File: src/rtl/elevator_pkg.sv
// Shared scheduler/car-controller definitions: floor code width, direction and FSM state encodings.
// Constants only, so no latency and no backpressure.
// Floor code 0 is reserved for "no floor".
package elevator_pkg;

    localparam int FLOOR_W = 3;
    localparam logic [FLOOR_W-1:0] FLOOR_NONE = '0;

    localparam logic DIR_UP   = 1'b1;
    localparam logic DIR_DOWN = 1'b0;

    localparam logic [1:0] S_IDLE      = 2'd0;
    localparam logic [1:0] S_SELECT    = 2'd1;
    localparam logic [1:0] S_ISSUE     = 2'd2;
    localparam logic [1:0] S_WAIT_DONE = 2'd3;

    typedef enum logic [1:0] {
        ST_IDLE      = S_IDLE,
        ST_SELECT    = S_SELECT,
        ST_ISSUE     = S_ISSUE,
        ST_WAIT_DONE = S_WAIT_DONE
    } state_e;

endpackage

File: src/rtl/elevator_scan_pick.sv
// SCAN target chooser: current floor, else nearest ahead, else nearest behind (with reversal).
// Purely combinational, zero latency; no handshake.
// An out-of-range current floor falls back to the lowest pending floor heading up.
module elevator_scan_pick #(
    parameter int NUM_FLOORS = 7,
    parameter int FLOOR_W    = 3
) (
    input  logic [NUM_FLOORS-1:0] pending,
    input  logic [FLOOR_W-1:0]    cur_floor,
    input  logic                  dir_up,
    output logic [FLOOR_W-1:0]    pick_floor,
    output logic                  pick_found,
    output logic                  flip_dir
);
    import elevator_pkg::*;

    int                 cur_int;
    logic               cur_valid;
    logic               here_hit;
    logic               up_found, dn_found, low_found;
    logic [FLOOR_W-1:0] up_floor, dn_floor, low_floor;

    always_comb begin
        cur_int   = int'(cur_floor);
        cur_valid = (cur_int >= 1) && (cur_int <= NUM_FLOORS);
        here_hit  = 1'b0;
        up_found  = 1'b0;
        up_floor  = '0;
        low_found = 1'b0;
        low_floor = '0;
        dn_found  = 1'b0;
        dn_floor  = '0;
        // Descending scan: last hit is the lowest pending / lowest floor above the car.
        for (int f = NUM_FLOORS; f >= 1; f--) begin
            if (pending[f-1]) begin
                low_found = 1'b1;
                low_floor = FLOOR_W'(f);
                if (f == cur_int)
                    here_hit = 1'b1;
                if (f > cur_int) begin
                    up_found = 1'b1;
                    up_floor = FLOOR_W'(f);
                end
            end
        end
        for (int f = 1; f <= NUM_FLOORS; f++) begin
            if (pending[f-1] && (f < cur_int)) begin
                dn_found = 1'b1;
                dn_floor = FLOOR_W'(f);
            end
        end
    end

    always_comb begin
        pick_found = 1'b0;
        pick_floor = FLOOR_W'(FLOOR_NONE);
        flip_dir   = 1'b0;
        if (!cur_valid) begin
            pick_found = low_found;
            pick_floor = low_floor;
            flip_dir   = low_found && (dir_up != DIR_UP);
        end else if (here_hit) begin
            pick_found = 1'b1;
            pick_floor = cur_floor;
        end else if (dir_up ? up_found : dn_found) begin
            pick_found = 1'b1;
            pick_floor = dir_up ? up_floor : dn_floor;
        end else if (dir_up ? dn_found : up_found) begin
            pick_found = 1'b1;
            pick_floor = dir_up ? dn_floor : up_floor;
            flip_dir   = 1'b1;
        end
    end

endmodule

File: src/rtl/elevator_call_scheduler.sv
// Holds floor calls and issues one SCAN-ordered target at a time to the car controller.
// Latency: pending visible 1 edge after a call, target_valid 2 edges after pending is non-zero.
// Backpressure: target held stable until target_ready; calls stay pending until service_done.
module elevator_call_scheduler #(
    parameter int NUM_FLOORS = 7,
    parameter int FLOOR_W    = elevator_pkg::FLOOR_W,
    parameter int TIMEOUT    = 63
) (
    input  logic                  clk,
    input  logic                  rst,
    input  logic [NUM_FLOORS-1:0] call,
    input  logic [FLOOR_W-1:0]    cur_floor,
    input  logic                  target_ready,
    input  logic                  service_done,
    output logic [FLOOR_W-1:0]    target_floor,
    output logic                  target_valid,
    output logic                  dir_up,
    output logic [NUM_FLOORS-1:0] pending,
    output logic                  busy,
    output logic                  timeout_err
);
    import elevator_pkg::*;

    localparam int WD_W = (TIMEOUT < 1) ? 1 : $clog2(TIMEOUT + 1);

    logic [1:0]            state;
    logic [FLOOR_W-1:0]    tgt;
    logic [WD_W-1:0]       wdog;
    logic [NUM_FLOORS-1:0] clr;
    logic [FLOOR_W-1:0]    pick_floor;
    logic                  pick_found;
    logic                  flip_dir;

    elevator_scan_pick #(
        .NUM_FLOORS (NUM_FLOORS),
        .FLOOR_W    (FLOOR_W)
    ) u_pick (
        .pending    (pending),
        .cur_floor  (cur_floor),
        .dir_up     (dir_up),
        .pick_floor (pick_floor),
        .pick_found (pick_found),
        .flip_dir   (flip_dir)
    );

    always_comb begin
        clr = '0;
        if ((state == S_WAIT_DONE) && service_done) begin
            for (int f = 1; f <= NUM_FLOORS; f++) begin
                if (tgt == FLOOR_W'(f))
                    clr[f-1] = 1'b1;
            end
        end
    end

    assign target_valid = (state == S_ISSUE);
    assign target_floor = target_valid ? tgt : FLOOR_W'(FLOOR_NONE);
    assign busy         = (state != S_IDLE);

    always_ff @(posedge clk) begin
        if (rst) begin
            state       <= S_IDLE;
            pending     <= '0;
            tgt         <= FLOOR_W'(FLOOR_NONE);
            dir_up      <= DIR_UP;
            wdog        <= '0;
            timeout_err <= 1'b0;
        end else begin
            // A call landing on the floor being cleared wins: OR is applied after the mask.
            pending     <= (pending & ~clr) | call;
            timeout_err <= 1'b0;
            case (state)
                S_IDLE: begin
                    if (pending != '0)
                        state <= S_SELECT;
                end
                S_SELECT: begin
                    if (pick_found) begin
                        tgt   <= pick_floor;
                        state <= S_ISSUE;
                        if (flip_dir)
                            dir_up <= ~dir_up;
                    end else begin
                        state <= S_IDLE;
                    end
                end
                S_ISSUE: begin
                    if (target_ready) begin
                        wdog  <= '0;
                        state <= S_WAIT_DONE;
                    end
                end
                default: begin
                    if (service_done) begin
                        wdog  <= '0;
                        state <= S_IDLE;
                    end else if (int'(wdog) + 1 >= TIMEOUT) begin
                        wdog        <= '0;
                        timeout_err <= 1'b1;
                        state       <= S_IDLE;
                    end else begin
                        wdog <= wdog + 1'b1;
                    end
                end
            endcase
        end
    end

endmodule

File: config.mk
export PLATFORM = sky130hd
export DESIGN_NAME = elevator_call_scheduler
export DESIGN_NICKNAME = d
export VERILOG_FILES = /design/src/rtl/elevator_pkg.sv /design/src/rtl/elevator_scan_pick.sv /design/src/rtl/elevator_call_scheduler.sv
export SDC_FILE = /design/constraint.sdc
export NUM_CORES = 1
export LEC_CHECK = 0
export ABC_AREA = 1
export CORE_MARGIN = 8
export CORE_UTILIZATION = 47
export CTS_CLUSTER_SIZE = 14
export DETAILED_ROUTE_END_ITERATION = 7
export PLACE_DENSITY = 0.76
export SLEW_MARGIN = 20
export SYNTH_ARGS = -nofsm -noshare
export SYNTH_HDL_FRONTEND = slang
export SYNTH_SLANG_ARGS = --single-unit
File: constraint.sdc
create_clock -name clk -period 1.7 [get_ports clk]
set_input_delay 0.34 -clock clk [delete_from_list [all_inputs] [get_ports clk]]
set_output_delay 0.34 -clock clk [all_outputs]
set_load 0.005 [all_outputs]
==> impl_metrics.toml, run 1 <==
[pwr]
p_leak_nw = 1.17
power.density_nw_per_um2 = 993
ir_worst_vdd_uv = 914

[floorplan]
pin_count = 28
std_cell_rows = 21
die_y_um = 73.3
die_area_um2 = 5380
core_um2 = 3230
start_util_pct = 47.8
die_x_um = 73.3

[timing]
fmax_ghz = 0.563
final.setup_skew_ns = 0.00125
fin_tns_setup_ns = -0.126
maxSlewViolCount = 0
setup_ws_ns = -0.0749
period_needed_ns = 1.77
setup_violations = 5
timing.slew.headroom_pct = 73.8
worst_pin_slew_ns = 0.389
hold_viol = 0
rsz0062_at_grt = "yes"
fin_crit_sh_pct = 104

[yosys]
synth_compound_area_share_pct = 16.4
mappedNetlistArea_um2 = 1540
ys_seq_elements = 20
netlist_instances = 246
syn_area_per_cell_um2 = 6.28
synth_mux_area_share_pct = 0
synth_simple_gate_area_share_pct = 40.1
ys_warn_count = 0
synth-xor-area-share_pct = 2.27
yosys.cell_types.count = 30
async_reset_ff_share_pct = 0
synth-edff-count = 0
synth_top_family_by_area = "simple AND/OR/NAND/NOR gates"
yosysSeqAreaShare_pct = 25.9
synth_fp_nets = 266
synthAdderAreaFrac_pct = 4.86
ys.flop_type = "dfxtp_1"

[cells_and_area]
syn2layout_area_growth_pct = 61.7
diodes = 0
finalNetCount = 342
final_cell_mix = "59 x nand2_1, 46 x buf_4, 27 x inv_1"
drive_gt1_share_pct = 38.0
layout_commonest_cell = "nand2_1"

[global_route]
grt_max_degree = 14
first_global_vias = 1879
grt_pass1_wl_um = 7840
track_usage_pct = 18.0
antenna_found_initial = 0
overflow = 0

[setup_path]
end_kind = "flip-flop"
crit_buf_inv = 4
path_class = "flip-flop to flip-flop"
critPathMaxFanout = 3
worstPathArrival_ns = 2.02
startpoint_type = "flip-flop"
slowest_stage = "dfxtp_2"
required_ns = 1.94
crit_family = "simple AND/OR/NAND/NOR gates"
crit_top_cell = "buf_4"
crit_chain = "inv_2 > buf_6 > ha_4 > or2_4 > nor3_4 > buf_4 > buf_4 > nand3_1 > a21oi_1"
max_stage_delay_ns = 0.35

[place]
dpl_worst_slack_ns = -0.432
portBuffers = 27
gp_congestion = 0.905
dp_hpwl_um = 3450

[detailed_routing]
vias = 1935
route.detailed.wl_per_inst_um = 14.4
vias_per_cell = 5.27
drt_pass1_iterations = 4
ant_nets = 0
drt_iter0_drc = 151
drcViolationCount = 0
routed_wl_um = 5290

[job]
maxCapViolCount = 0

[clocking]
cts_made_buffers = 3
cts_root_buffer = "clkbuf_4"
cts_tree = "built"
cts_sinks = 20
htreeDepth = 1
insertion_delay_ns = 0.31
hold_buffers = 0
cts_max_path_buffers = 2
clk_pin_slew_ns = 0.12

[min_path]
hold_class = "flip-flop to flip-flop"

[status]
violations = "negative setup slack"
status = "complete, but fails checks"
power breakdown:
part / switching (mW) / leakage, nW / internal [mW] / total (mW)
Clock: 0.162 / 0.0279 / 0.238 / 0.401
Combinational: 0.745 / 0.978 / 0.688 / 1.43
Sequential: 0.0865 / 0.168 / 0.557 / 0.643
per-stage QoR:
stage	cells	instance area [um2]	hold WS, ns	power (mW)	utilization, %
2_1_floorplan	246	1550	0.461	1.17	-
3_3_place_gp	350	2120	0.485	1.55	65.7
3_5_place_dp	350	2120	0.493	1.57	65.7
4_1_cts	362	2290	0.511	2.16	70.8
5_1_grt	367	2500	0.551	2.63	77.2
6_report	367	2500	0.548	2.48	77.2
cells in the mapped netlist (2+ instances only):
master | n | share of area (%)
nand2_1 | 64 | 16
inv_1 | 31 | 7.5
nand3_1 | 24 | 7.8
dfxtp_1 | 20 | 26
o21ai_0 | 19 | 6.2
a21oi_1 | 18 | 5.8
nor2_1 | 12 | 2.9
ha_1 | 6 | 4.9
nand2_2 | 6 | 2.4
nand4_1 | 4 | 1.6
nor2_4 | 4 | 2.9
a21oi_2 | 3 | 1.7
clkbuf_1 | 3 | 0.73
nor3_1 | 3 | 0.97
or2_2 | 3 | 1.2
xor2_1 | 3 | 1.7
a31oi_1 | 2 | 0.81
buf_4 | 2 | 0.97
inv_2 | 2 | 0.49
nand3_2 | 2 | 1.3
nand3b_1 | 2 | 0.97
nor2_2 | 2 | 0.81
nor4_1 | 2 | 0.81
o21ai_1 | 2 | 0.65
or2_1 | 2 | 0.81
logic make-up after synthesis:
logic type      count (synthesis)
xor+xnor                        4
compound gates                 46
buf+inv                        40
flops                          20
fa+ha+maj                       6
simple gates                  130
sequential cells by signal (all words and copies together), names as in the netlist:
signal       flops
pending          7
tgt              3
state            2
dir_up           1
wdog             6
timeout_err      1
worst register-to-register path, delay by kind of cell, from the launching register on:
family	cells	cell delay, ns
AO/OA/AOI/OAI	1	0.17
adder cells (fa/ha/maj)	1	0.16
buffers and inverters	4	0.46
flip-flops	1	0.35
AND/OR/NAND/NOR	3	0.57
layer usage:
layer | up-vias | global-route usage, % | wire, um
li1 | 950 | - | -
met1 | 898 | 18.3 | 2080
met2 | 72 | 35.7 | 2820
met3 | 15 | 2.46 | 242
met4 | 0 | 7.10 | 153
met5 | - | 0 | 0
path summary, 6_finish.rpt:
kind / startpoint / end / slack (ns) / cells past startpoint
hold / removal: wdog[2] / wdog[2] / 0.55 / 2
setup reg to reg: state[0] / wdog[5] / -0.07 / 9
hold reg to reg: wdog[2] / wdog[2] / 0.55 / 2
setup / recovery: state[0] / wdog[5] / -0.07 / 9
cell type report:
cell class / count / area (um2)
multi-input combinational: 186 / 1180
fill: 232 / 736
timing repair buffer: 77 / 651
sequential: 20 / 418
inverter: 34 / 133
tap: 46 / 57.6
clock inverter: 1 / 30.0
clock buffer: 3 / 22.5
repair_timing:
| item | CTS | global route |
|---|---|---|
| setup endpoints to repair | 13 | 17 |
| setup buffers | 8 | 5 |
| pin swaps | 6 | 14 |
| resized for setup | 28 | 47 |
Power figures use the tool's default switching activity.
==> inputs of run 2 (changes only) <==
CAP_MARGIN = 20   (was unset)
==> results of run 2 <==
Final layout, timing and power as in run 1 (identical DEF).
==> RTL edit, RTL diff (config.mk and constraints of run 1) <==
`FLOOR_W` is set to 3 in 2 places; all go to 6.
--- a/src/rtl/elevator_pkg.sv
+++ b/src/rtl/elevator_pkg.sv
@@ -4,5 +4,5 @@
 package elevator_pkg;
 
-    localparam int FLOOR_W = 3;
+    localparam int FLOOR_W = 6;
     localparam logic [FLOOR_W-1:0] FLOOR_NONE = '0;
 
--- a/src/rtl/elevator_scan_pick.sv
+++ b/src/rtl/elevator_scan_pick.sv
@@ -4,5 +4,5 @@
 module elevator_scan_pick #(
     parameter int NUM_FLOORS = 7,
-    parameter int FLOOR_W    = 3
+    parameter int FLOOR_W    = 6
 ) (
     input  logic [NUM_FLOORS-1:0] pending,
Ports: changed (resized cur_floor and target_floor); port bits go from 28 to 34. No check against the original RTL was run, so the function may have changed too.
==> RTL edit against run 1 <==
  * Cell area up 4.0%
  * Worst setup slack gained 0.076 ns
  * Sequential share of layout area rose by 1.7 points
  * Wire length increased by 4.3%
  * Largest power group unchanged
  * Fmax is 4.5% higher
  * Critical path depth rose by 1
  * Power decreased by 14%
  * Via count is 8.9% higher
  * Sequential cell count grew 3
  * Area after synthesis increased by 18%
==> RTL edit: results (changes against run 1) <==
stage	metric	value	unit	change
finish	Layout fillers	311		was 232
global_routing	vias in the first global route	2060		was 1879
place	DPL Wire Length	3.99	mm	was 3.45 mm
worst_hold_path	Worst Hold End	tgt[4]		was wdog[2]
worst_hold_path	hold path start	tgt[4]		was wdog[2]
setup_path	reg2reg setup slack	0.001	ns	was -0.07 ns
setup_path	crit-path max cell delay	0.37	ns	was 0.35 ns
place	Area after DPL	0.00236	mm²	was 0.00212 mm²
setup_path	crit-path max FO	6		was 3
finish	Multi-input gate area	0.00132	mm²	was 0.00118 mm²
place	Post-Place Worst Slack	-0.481	ns	was -0.432 ns
global_routing	GRT Util Overall	0.175		was 0.180
place	post-placement cell count	398		was 350
sta	worst slew pin tran	0.333	ns	was 0.389 ns
clock_tree	CTS root buf	clkbuf_8		was clkbuf_4
place	I/O Buffers	33		was 27
setup_path	FF-to-FF End	wdog[1]		was wdog[5]
synth	post-synthesis net count	321		was 266
sta	Final Skew	0.00729	ns	was 0.00125 ns
power_and_ir_drop	VDD IR-drop max	0.789	mV	was 0.914 mV
synth	Async SR Flop Fraction	0		unchanged
synth	Post-synth top cells	nand2_1, inv_1, nor2_1		was nand2_1, inv_1, nand3_1
synth	post-synthesis sequential area ratio	0.253		was 0.259
setup_path	r2r worst-path depth	10		was 9
place	RD Place Congestion	0.971		was 0.905
setup_path	RR Startpoint	wdog[0]		was state[0]
routing	initial drt markers	128		was 151
synth	synth top area cells	dfxtp_1, nand2_1, inv_1		was dfxtp_1, nand2_1, nand3_1
finish	Layout Cells excl Fill	407		was 367
finish	layout cells sized above 1	0.301		was 0.380
outcome	outcome	completed		was complete, but fails checks
synth	Syn Area/Cell	6.11	µm²	was 6.28 µm²
power_and_ir_drop	leakage	1.27	nW	was 1.17 nW
sta	hold slack final	0.475	ns	was 0.548 ns
clock_tree	clock latency on the worst-skew pair	0.27	ns	was 0.31 ns
routing	DR vias/cell	5.18		was 5.27
finish	Top Registers	pending: 7 flops, tgt: 6 flops, wdog: 6 flops		was pending: 7 flops, wdog: 6 flops, tgt: 3 flops
clock_tree	Clock transition at path regs	0.09	ns	was 0.12 ns
global_routing	global-route wire length before repair	9.14	mm	was 7.84 mm
setup_path	CP max stage cell	dfxtp_4		was dfxtp_2
global_routing	largest net degree at the start of global routing	15		was 14
-- RTL edit: cell count changes after synthesis, moves of 6 or more --
cell and change:
nor2_1 +19, inv_1 +13, a21oi_1 +7, nand3_1 -7, nand2_1 +6, nand2_2 +6
-- RTL edit: kinds of logic after synthesis --
group,Yosys count,share of synthesized area
AO/OA/AOI/OAI,53,0.158
AND/OR/NAND/NOR,159,0.419
XOR/XNOR,4,0.0192
adder cells (fa/ha/maj),6,0.0412
buffers and inverters,53,0.110
flip-flops,23,0.253
-- RTL edit: metal layers --
| metal | track usage | routed length [µm] | up-vias |
|---|---|---|---|
| li1 | - | - | 1080 |
| met1 | 0.221 | 2380 | 957 |
| met2 | 0.297 | 2760 | 60 |
| met3 | 0.0296 | 297 | 11 |
| met4 | 0.0481 | 83 | 0 |
| met5 | 0 | 0 | - |
-- RTL edit: power by group --
group | switching [mW] | internal, mW | total, mW
sequential | 0.116 | 0.626 | 0.742
clock | 0.180 | 0.164 | 0.344
combinational | 0.592 | 0.448 | 1.04
total | 0.888 | 1.24 | 2.13
-- RTL edit: final cells by class --
class | instances | area share
clock buffer | 3 | 0.0159
clock inverter | 1 | 0.00193
timing repair buffer | 59 | 0.193
tap | 48 | 0.0231
sequential | 23 | 0.185
inverter | 51 | 0.0747
multi-input combinational | 222 | 0.507
-- RTL edit: timing repair --
item | CTS | global route
setup endpoints to repair | 18 | 20
setup buffers | 2 | 3
resized for setup | 31 | 51
pin swaps | 2 | 9
gates cloned | 0 | 0
-- RTL edit: worst max-delay path by stage --
stage,endpoint,slack (ns),cells past startpoint
3_3_place_gp,dir_up,-0.45,15
4_1_cts,pending[5],0.003,1
5_1_grt,wdog[2],-0.08,11
6_report,wdog[1],0.001,10
2_1_floorplan,wdog[1],0.08,11
3_5_place_dp,dir_up,-0.48,15
